**config.mk**
```make
export PLATFORM = sky130hd
export DESIGN_NAME = traffic_fsm_flat
export DESIGN_NICKNAME = d
export VERILOG_FILES = /design/src/rtl/traffic_fsm_if.sv /design/src/rtl/traffic_fsm.sv /design/src/flat_wrapper.sv
export SDC_FILE = /design/constraint.sdc
export NUM_CORES = 1
export LEC_CHECK = 0
export CAP_MARGIN = 20
export CORE_ASPECT_RATIO = 1.4
export CORE_MARGIN = 4
export CORE_UTILIZATION = 55
export CTS_BUF_LIST = sky130_fd_sc_hd__clkbuf_4
export DETAILED_ROUTE_END_ITERATION = 6
export PLACE_DENSITY = 0.78
export REMOVE_ABC_BUFFERS = 1
export SYNTH_ARGS = -nofsm -noshare
export SYNTH_HDL_FRONTEND = slang
export SYNTH_SLANG_ARGS = --single-unit
```
**constraint.sdc**
```tcl
create_clock -name clk_10Hz -period 5.4 [get_ports clk_10Hz]
set_input_delay 1.35 -clock clk_10Hz [delete_from_list [all_inputs] [get_ports clk_10Hz]]
set_output_delay 1.35 -clock clk_10Hz [all_outputs]
set_load 0.03 [all_outputs]
```
**src/rtl/traffic_fsm_if.sv**
```systemverilog
// Sensor inputs and light/servo outputs of the intersection sequencer.
// The sequencer takes the slave side and the sensor/servo side takes the master side.
interface traffic_fsm_if;
    logic       car_ns;
    logic       car_sn;
    logic       car_ew;
    logic       car_we;
    logic [5:0] tfst;
    logic [1:0] vel;
    logic [6:0] phase_cnt;

    modport master (
        output car_ns,
        output car_sn,
        output car_ew,
        output car_we,
        input  tfst,
        input  vel,
        input  phase_cnt
    );

    modport slave (
        input  car_ns,
        input  car_sn,
        input  car_ew,
        input  car_we,
        output tfst,
        output vel,
        output phase_cnt
    );
endinterface

```
**src/rtl/traffic_fsm.sv**
```systemverilog
// Three-group intersection phase sequencer with demand-adaptive greens and phase skipping.
// Drives the one-hot light state and the heavy-traffic servo speed request.
module traffic_fsm #(
    parameter int T_GREEN     = 100,
    parameter int T_MIN_GREEN = 40,
    parameter int T_YELLOW    = 30,
    parameter int T_HEAVY     = 20
) (
    input  logic         clk_10Hz,
    input  logic         rst_n,
    traffic_fsm_if.slave bus
);

    localparam int HW = $clog2(T_HEAVY + 1);

    localparam logic [6:0]    CNT_GREEN_LAST = 7'(T_GREEN - 1);
    localparam logic [6:0]    CNT_MIN_GREEN  = 7'(T_MIN_GREEN - 1);
    localparam logic [6:0]    CNT_YEL_LAST   = 7'(T_YELLOW - 1);
    localparam logic [HW-1:0] HEAVY_MAX      = HW'(T_HEAVY);

    // Encodings are decoded verbatim by the servo controller.
    typedef enum logic [5:0] {
        G_NS = 6'b100000,
        Y_NS = 6'b010000,
        G_EW = 6'b001000,
        Y_EW = 6'b000100,
        G_WE = 6'b000010,
        Y_WE = 6'b000001
    } state_e;

    state_e        state_q, state_d;
    logic [5:0]    tfst_q, tfst_d;
    logic [1:0]    vel_q, vel_d;
    logic [6:0]    phase_cnt_q, phase_cnt_d;
    logic [HW-1:0] ns_heavy_q, ns_heavy_d;
    logic [HW-1:0] sn_heavy_q, sn_heavy_d;
    logic [HW-1:0] oth_heavy_q, oth_heavy_d;

    logic dem_ns;
    logic dem_ew;
    logic dem_we;
    logic yel_done;

    assign dem_ns   = bus.car_ns | bus.car_sn;
    assign dem_ew   = bus.car_ew;
    assign dem_we   = bus.car_we;
    assign yel_done = (phase_cnt_q == CNT_YEL_LAST);

    // A green only gives way when someone else is waiting; otherwise it holds.
    function automatic logic green_exit(input logic own_dem, input logic other_dem,
                                        input logic [6:0] cnt);
        green_exit = other_dem &&
                     ((cnt == CNT_GREEN_LAST) || ((cnt >= CNT_MIN_GREEN) && !own_dem));
    endfunction

    // First group in rotation order with demand wins; no demand means plain rotation.
    function automatic state_e pick_green(input logic d1, input logic d2, input logic d3,
                                          input state_e g1, input state_e g2, input state_e g3);
        if (d1)
            pick_green = g1;
        else if (d2)
            pick_green = g2;
        else if (d3)
            pick_green = g3;
        else
            pick_green = g1;
    endfunction

    function automatic logic [HW-1:0] sat_inc(input logic [HW-1:0] v);
        sat_inc = (v == HEAVY_MAX) ? v : v + 1'b1;
    endfunction

    always_comb begin
        state_d = state_q;
        case (state_q)
            G_NS:    if (green_exit(dem_ns, dem_ew | dem_we, phase_cnt_q)) state_d = Y_NS;
            Y_NS:    if (yel_done) state_d = pick_green(dem_ew, dem_we, dem_ns, G_EW, G_WE, G_NS);
            G_EW:    if (green_exit(dem_ew, dem_ns | dem_we, phase_cnt_q)) state_d = Y_EW;
            Y_EW:    if (yel_done) state_d = pick_green(dem_we, dem_ns, dem_ew, G_WE, G_NS, G_EW);
            G_WE:    if (green_exit(dem_we, dem_ns | dem_ew, phase_cnt_q)) state_d = Y_WE;
            Y_WE:    if (yel_done) state_d = pick_green(dem_ns, dem_ew, dem_we, G_NS, G_EW, G_WE);
            default: state_d = G_NS;
        endcase
    end

    always_comb begin
        phase_cnt_d = phase_cnt_q;
        if (state_d != state_q)
            phase_cnt_d = '0;
        else if (phase_cnt_q != CNT_GREEN_LAST)
            phase_cnt_d = phase_cnt_q + 7'd1;
    end

    // Heavy counters measure sustained presence during the current green only.
    always_comb begin
        ns_heavy_d  = '0;
        sn_heavy_d  = '0;
        oth_heavy_d = '0;
        if (state_q == G_NS && bus.car_ns)
            ns_heavy_d = sat_inc(ns_heavy_q);
        if (state_q == G_NS && bus.car_sn)
            sn_heavy_d = sat_inc(sn_heavy_q);
        if ((state_q == G_EW && bus.car_ew) || (state_q == G_WE && bus.car_we))
            oth_heavy_d = sat_inc(oth_heavy_q);
    end

    // Outputs are decoded from next-state values so they align with the state edge.
    always_comb begin
        tfst_d = 6'(state_d);
        vel_d  = 2'b00;
        case (state_d)
            G_NS: begin
                vel_d[1] = (ns_heavy_d == HEAVY_MAX);
                vel_d[0] = (sn_heavy_d == HEAVY_MAX);
            end
            G_EW, G_WE: vel_d[0] = (oth_heavy_d == HEAVY_MAX);
            default:    vel_d = 2'b00;
        endcase
    end

    always_ff @(posedge clk_10Hz or negedge rst_n) begin
        if (!rst_n) begin
            state_q     <= G_NS;
            tfst_q      <= 6'(G_NS);
            vel_q       <= 2'b00;
            phase_cnt_q <= '0;
            ns_heavy_q  <= '0;
            sn_heavy_q  <= '0;
            oth_heavy_q <= '0;
        end else begin
            state_q     <= state_d;
            tfst_q      <= tfst_d;
            vel_q       <= vel_d;
            phase_cnt_q <= phase_cnt_d;
            ns_heavy_q  <= ns_heavy_d;
            sn_heavy_q  <= sn_heavy_d;
            oth_heavy_q <= oth_heavy_d;
        end
    end

    assign bus.tfst      = tfst_q;
    assign bus.vel       = vel_q;
    assign bus.phase_cnt = phase_cnt_q;

endmodule

```
**src/flat_wrapper.sv**
```systemverilog
// flat-port wrapper written by rule: the top's interface ports become plain ports
module traffic_fsm_flat 
#(
    parameter int T_GREEN     = 100,
    parameter int T_MIN_GREEN = 40,
    parameter int T_YELLOW    = 30,
    parameter int T_HEAVY     = 20
)
  (clk_10Hz, rst_n, bus_car_ns, bus_car_sn, bus_car_ew, bus_car_we, bus_tfst, bus_vel, bus_phase_cnt);
  traffic_fsm_if bus_i ();
  input  logic clk_10Hz;
  input  logic rst_n;
  input wire logic [$bits(bus_i.car_ns)-1:0] bus_car_ns;
  input wire logic [$bits(bus_i.car_sn)-1:0] bus_car_sn;
  input wire logic [$bits(bus_i.car_ew)-1:0] bus_car_ew;
  input wire logic [$bits(bus_i.car_we)-1:0] bus_car_we;
  output wire logic [$bits(bus_i.tfst)-1:0] bus_tfst;
  output wire logic [$bits(bus_i.vel)-1:0] bus_vel;
  output wire logic [$bits(bus_i.phase_cnt)-1:0] bus_phase_cnt;
  assign bus_i.car_ns = bus_car_ns;
  assign bus_i.car_sn = bus_car_sn;
  assign bus_i.car_ew = bus_car_ew;
  assign bus_i.car_we = bus_car_we;
  assign bus_tfst = bus_i.tfst;
  assign bus_vel = bus_i.vel;
  assign bus_phase_cnt = bus_i.phase_cnt;
  traffic_fsm #(.T_GREEN(T_GREEN), .T_MIN_GREEN(T_MIN_GREEN), .T_YELLOW(T_YELLOW), .T_HEAVY(T_HEAVY)) u_core (.clk_10Hz(clk_10Hz), .rst_n(rst_n), .bus(bus_i));
endmodule
```
# Yosys cells after proc, flatten, opt, wreduce, memory -nomap -nowiden
# Index checks and enable logic that the tools add are counted.
# classes
div	0
n_bitwise	4
shifts	0
n_reduce_logical	19
n_addsub	4
magnitude_cmp	1
mul	0
n_mux	26
n_eq_ne	19
# op_table
op	count
two-way mux 6 bit	14
one-hot mux 6 bit (6 select lines)	1
== test 5 bit (second input constant)	6
two-way mux 5 bit	6
adder 5 x 1 -> 5 bit (second input constant)	3
two-way mux 7 bit	2
== test 6 x 2 -> 1 bit (second input constant)	2
== test 6 x 4 -> 1 bit (second input constant)	2
== test 6 bit (second input constant)	2
logical AND 1 bit	10
adder 7 x 1 -> 7 bit (second input constant)	1
== test 7 x 5 -> 1 bit (second input constant)	1
== test 7 bit (second input constant)	1
greater-or-equal comparator 7 x 6 -> 1 bit (second input constant)	1
inequality test 7 bit (second input constant)	1
== test 6 x 1 -> 1 bit (second input constant)	1
== test 6 x 3 -> 1 bit (second input constant)	1
== test 6 x 5 -> 1 bit (second input constant)	1
inequality test 6 bit	1
logical OR 1 bit	4
two-way mux 4 bit	1
bitwise OR 1 bit	4
zero test 1 bit	3
one-hot mux 1 bit (2 select lines)	1
other kinds (3)	3
# word_totals
reg_bits	30
n_memories	0
mem_bits_ro	0
mem_bits_rw	0
latchBits	0

# Longest topological paths before layout
# logic_depth
word_depth	10
mapped_depth	8
mapped_depth_nobuf	8

# Worst setup path before layout
# No wires, ideal clock.
# synth_path
kind	input to register
start	input port bus_car_ew
end	register u_core.phase_cnt_q[1], in the netlist u_core.bus.phase_cnt[1]
path_buffers	1
t_arrival_ns	2.919
path_slack_ns	2.374
path_stages	7
required_ns	5.293
setup_time_ns	0.107
path_cell_list	clkbuf_1 > nor3b_1 > a2bb2oi_1 > a21oi_1 > o311a_1 > a221o_2 > a2111oi_4
# synth_via
elab_chain_len	8
word_cells_on_any_way	24
cone_classes	1 x eq/ne; 14 x mux; 2 x bitwise; 7 x reduce/logical
# synth_rtl
element	line	rtl
from (decl)	flat_wrapper.sv:15	input wire logic [$bits(bus_i.car_ew)-1:0] bus_car_ew;
branches (longest 5 deep; another with two-way mux 6 bit)	n/a	
one-hot mux 6 bit (6 select lines) (*)	traffic_fsm.sv:75	case (state_q)
inequality test 6 bit (*)	traffic_fsm.sv:88	if (state_d != state_q)
two-way mux 7 bit / nonzero test 2 bit (equally long branches)	n/a	
to (signal assigned)	traffic_fsm.sv:134	phase_cnt_q <= phase_cnt_d;
to (decl)	traffic_fsm.sv:34	logic [6:0] phase_cnt_q, phase_cnt_d;
# Every way passes the cells marked *.
# A chain may end at the register's enable or synchronous reset.

# Worst setup path in the final report
# layout_path
start	input port bus_car_ns
end	register u_core.phase_cnt_q[1], in the netlist u_core.bus.phase_cnt[1]
# layout_via
elab_chain_len	9
word_cells_on_any_way	25
cone_classes	1 x eq/ne; 14 x mux; 3 x bitwise; 7 x reduce/logical
# layout_rtl
element	line	rtl
from (decl)	flat_wrapper.sv:13	input wire logic [$bits(bus_i.car_ns)-1:0] bus_car_ns;
bitwise OR 1 bit (*)	traffic_fsm.sv:44	assign dem_ns = bus.car_ns | bus.car_sn;
branches (longest 5 deep; another with two-way mux 6 bit)	n/a	
one-hot mux 6 bit (6 select lines) (*)	traffic_fsm.sv:75	
inequality test 6 bit (*)	traffic_fsm.sv:88	
two-way mux 7 bit / nonzero test 2 bit (equally long branches)	n/a	
# Marks and branches as above.

==> impl_metrics.py <==
metrics = {
    "timing": {
        "setup_viol": 0,
        "post-route-period-util_pct": 62.04,
        "max_slew_margin_pct": 61.68,
        "worst_pin_slew_ps": 569.6,
        "fmax_mhz": 298.5,
        "layout_min_cycle_time_ps": 3350,
        "skew_ps": 8.002,
        "final_max_slew_viol_count": 0,
        "tns_ps": 0,
        "rsz0062_at_grt": "false",
        "hold_violations": 0,
    },
    "critical_path": {
        "r2r_cells": 6,
        "crit_start": "bus_car_ns",
        "r2r_setup_slack_ps": 2790,
        "crit_required_ps": 5630,
        "crit_type": "in -> reg",
        "crit_end": "u_core.bus.phase_cnt[1]",
        "worst-path-max-fanout": 7,
        "worstPathArrival_ps": 3580,
        "worstSetupStartpointType": "primary input",
        "rr_endpoint": "u_core.bus.phase_cnt[1]",
        "r2r_start": "u_core.state_q[1]",
        "cp-end-kind": "flop",
    },
    "synthesis": {
        "synthMuxAreaShare_pct": 0,
        "synthSimpleGateAreaFrac_pct": 27.32,
        "yosysSeqAreaShare_pct": 37.40,
        "synth.most_common_cell": "dfrtp_1",
        "syn-mean-instance-area_sq_um": 8.780,
        "synthDistinctLibCells": 53,
        "synth_xor_area_share_pct": 6.098,
        "synth-seq-cells": 30,
        "ys_async_sr_fraction_pct": 100.0,
        "synth_ff_type": "dfrtp_1",
        "synth-compound-area-share_pct": 19.54,
        "yosys_warnings": 0,
        "netlist_instances": 229,
        "netlist_area_sq_mm": 0.002011,
        "synth-adder-area-share_pct": 4.978,
        "synth_top_area_share_pct": 36.09,
        "synth_top_family_by_area": "simple AND/OR/NAND/NOR gates",
        "synth_commonest_cells": "29 x dfrtp_1, 22 x nor2_1, 18 x nand2_1",
        "yosys-top-cells-area": "dfrtp_1 36%, ha_1 5.0%, nor2_1 4.1%",
        "synth_edf_count": 0,
        "synth_top_area_cell": "dfrtp_1",
    },
    "global_routing": {
        "grt_usage_pct": 21.19,
        "antenna_found_initial": 0,
        "grt_pass1_wl_um": 7665,
        "gr-total-overflow": 0,
        "grt_pass1_vias": 1705,
        "grt_max_degree": 31,
    },
    "power_and_ir_drop": {
        "p_total_uw": 814.5,
        "p_sw_share_pct": 42.89,
        "leakagePower_nw": 0.9592,
        "switchingPower_uw": 349.4,
        "clkPwrFrac_pct": 16.1,
        "p_int_uw": 465.2,
        "ir_drop_mv": 0.3683,
        "comb_power_share_pct": 42.7,
        "power_per_cell_area_mw_per_mm2": 357.1,
        "pwr-share-seq_pct": 41.1,
    },
    "detailed_routing": {
        "drtIter0Drc": 118,
        "ant_nets": 0,
        "vias_per_cell": 6.180,
        "wl_um": 4424,
        "drcViolationCount": 0,
        "met3WireLength_um": 240,
        "post_drt_wl_per_cell_um": 15.31,
        "top_layer": "met4",
        "wl_met1_um": 1926,
        "wl_met2_um": 2173,
        "first_pass_iters": 4,
        "routed-via-count": 1786,
    },
    "clock_network": {
        "cts_tree": "yes",
        "clk_pin_slew_ps": 100,
        "clockRootBuffer": "clkbuf_4",
        "cts_made_buffers": 5,
        "cts_sinks": 30,
        "h-tree-depth": 2,
        "post-cts-setup-buffer-count": 0,
        "clk_path_buf_depth": 2,
        "cts.repair.resized": 0,
        "cts_hold_buf": 0,
        "worstSkewPairLatency_ps": 330,
    },
    "final_layout": {
        "syn_to_final_growth_pct": 13.44,
        "final_nets": 262,
        "num_antenna_cells": 0,
        "drive_gt1_share_pct": 7.229,
    },
    "flow_run": {
        "drv_cap": 0,
    },
    "status": {
        "status": "finished, final reports clean",
    },
    "die": {
        "start_util_pct": 58.44,
        "die-area_sq_mm": 0.004701,
        "die_h_um": 79.54,
        "io_pins": 21,
        "core_area_sq_mm": 0.003441,
        "fp-row-count": 25,
        "die_w_um": 59.10,
    },
    "placement": {
        "gp_congestion": 0.9111,
        "dp.final_hpwl_um": 3176,
        "numPortBuffers": 20,
    },
    "min_path": {
        "hold_path.class": "reg -> reg",
    },
}
[registers in the layout (all words and copies together) (netlist names)]
| signal | count |
|---|---|
| u_core.bus.phase_cnt | 7 |
| u_core.bus.vel | 2 |
| u_core.ns_heavy_q | 5 |
| u_core.oth_heavy_q | 5 |
| u_core.sn_heavy_q | 5 |
| u_core.state_q | 6 |
[critical path: stages]
cell             delay [ps]
clkdlybuf4s50_1         500
nor4b_1                 340
o21ai_0                 160
and2_1                  180
o311a_1                 300
a221o_2                 430
a2111oi_4               330
[layout make-up]
class | instances | area (sq um)
multi-input combinational | 176 | 1165
sequential | 30 | 752.0
clock buffer | 5 | 37.54
fill | 296 | 1160
inverter | 14 | 52.55
tap | 40 | 50.05
timing repair buffer | 21 | 207.7
clock inverter | 3 | 16.27
[per-layer routing]
layer / vias to the layer above / track usage, %
met5: - / 0
met4: 0 / 9.297
met3: 11 / 5.340
met2: 59 / 32.74
met1: 839 / 27.60
li1: 877 / -
[per-stage QoR]
stage	util [%]	std cells	area, sq um	hold slack [ps]	worst slack [ps]
floorplan	-	220	1969	544.6	2418
global placement	64.73	281	2227	569.4	1762
detailed placement	64.73	281	2227	589.0	1732
CTS	66.29	289	2281	618.7	2066
global route	66.29	289	2281	649.0	1957
finish	66.29	289	2281	621.1	2050
[cells by family (layout without fill, tap and decap cells)]
logic type | Yosys count | after routing
AND/OR/NAND/NOR | 100 | 100
AO/OA/AOI/OAI | 54 | 54
flip-flops | 30 | 30
buffers and inverters | 23 | 43
XOR/XNOR | 14 | 14
adder cells (fa/ha/maj) | 8 | 8
[cells in the final DEF, fill, tap and decap left out, types with 7 or more instances in the layout]
master and count:
a21oi_1 9, clkdlybuf4s50_1 20, dfrtp_1 29, ha_1 8, inv_1 14, nand2_1 18
nand3_1 13, nor2_1 22, nor3_1 9, o21ai_0 14, xnor2_1 7, xor2_1 7
[power groups by stage]
stage                     clock network, mW  registers [mW]  logic [mW]
final                                 0.131           0.335       0.348
after global routing                  0.144           0.346       0.385
after CTS                             0.135           0.334       0.350
after detailed placement                  0           0.339       0.348
after global placement                    0           0.337       0.345
after floorplan                           0           0.373       0.196
[worst min path at each step]
stage	startpoint	to	slack (ps)	depth (start not counted)
2_1_floorplan	u_core.oth_heavy_q[3]	u_core.oth_heavy_q[3]	540	2
3_3_place_gp	u_core.oth_heavy_q[3]	u_core.oth_heavy_q[3]	570	2
3_5_place_dp	u_core.sn_heavy_q[4]	u_core.sn_heavy_q[4]	590	2
4_1_cts	u_core.sn_heavy_q[4]	u_core.sn_heavy_q[4]	620	2
5_1_grt	u_core.sn_heavy_q[4]	u_core.bus.vel[0]	650	1
6_report	u_core.oth_heavy_q[3]	u_core.oth_heavy_q[3]	620	2
No activity file was read; power rests on OpenSTA's default activity.
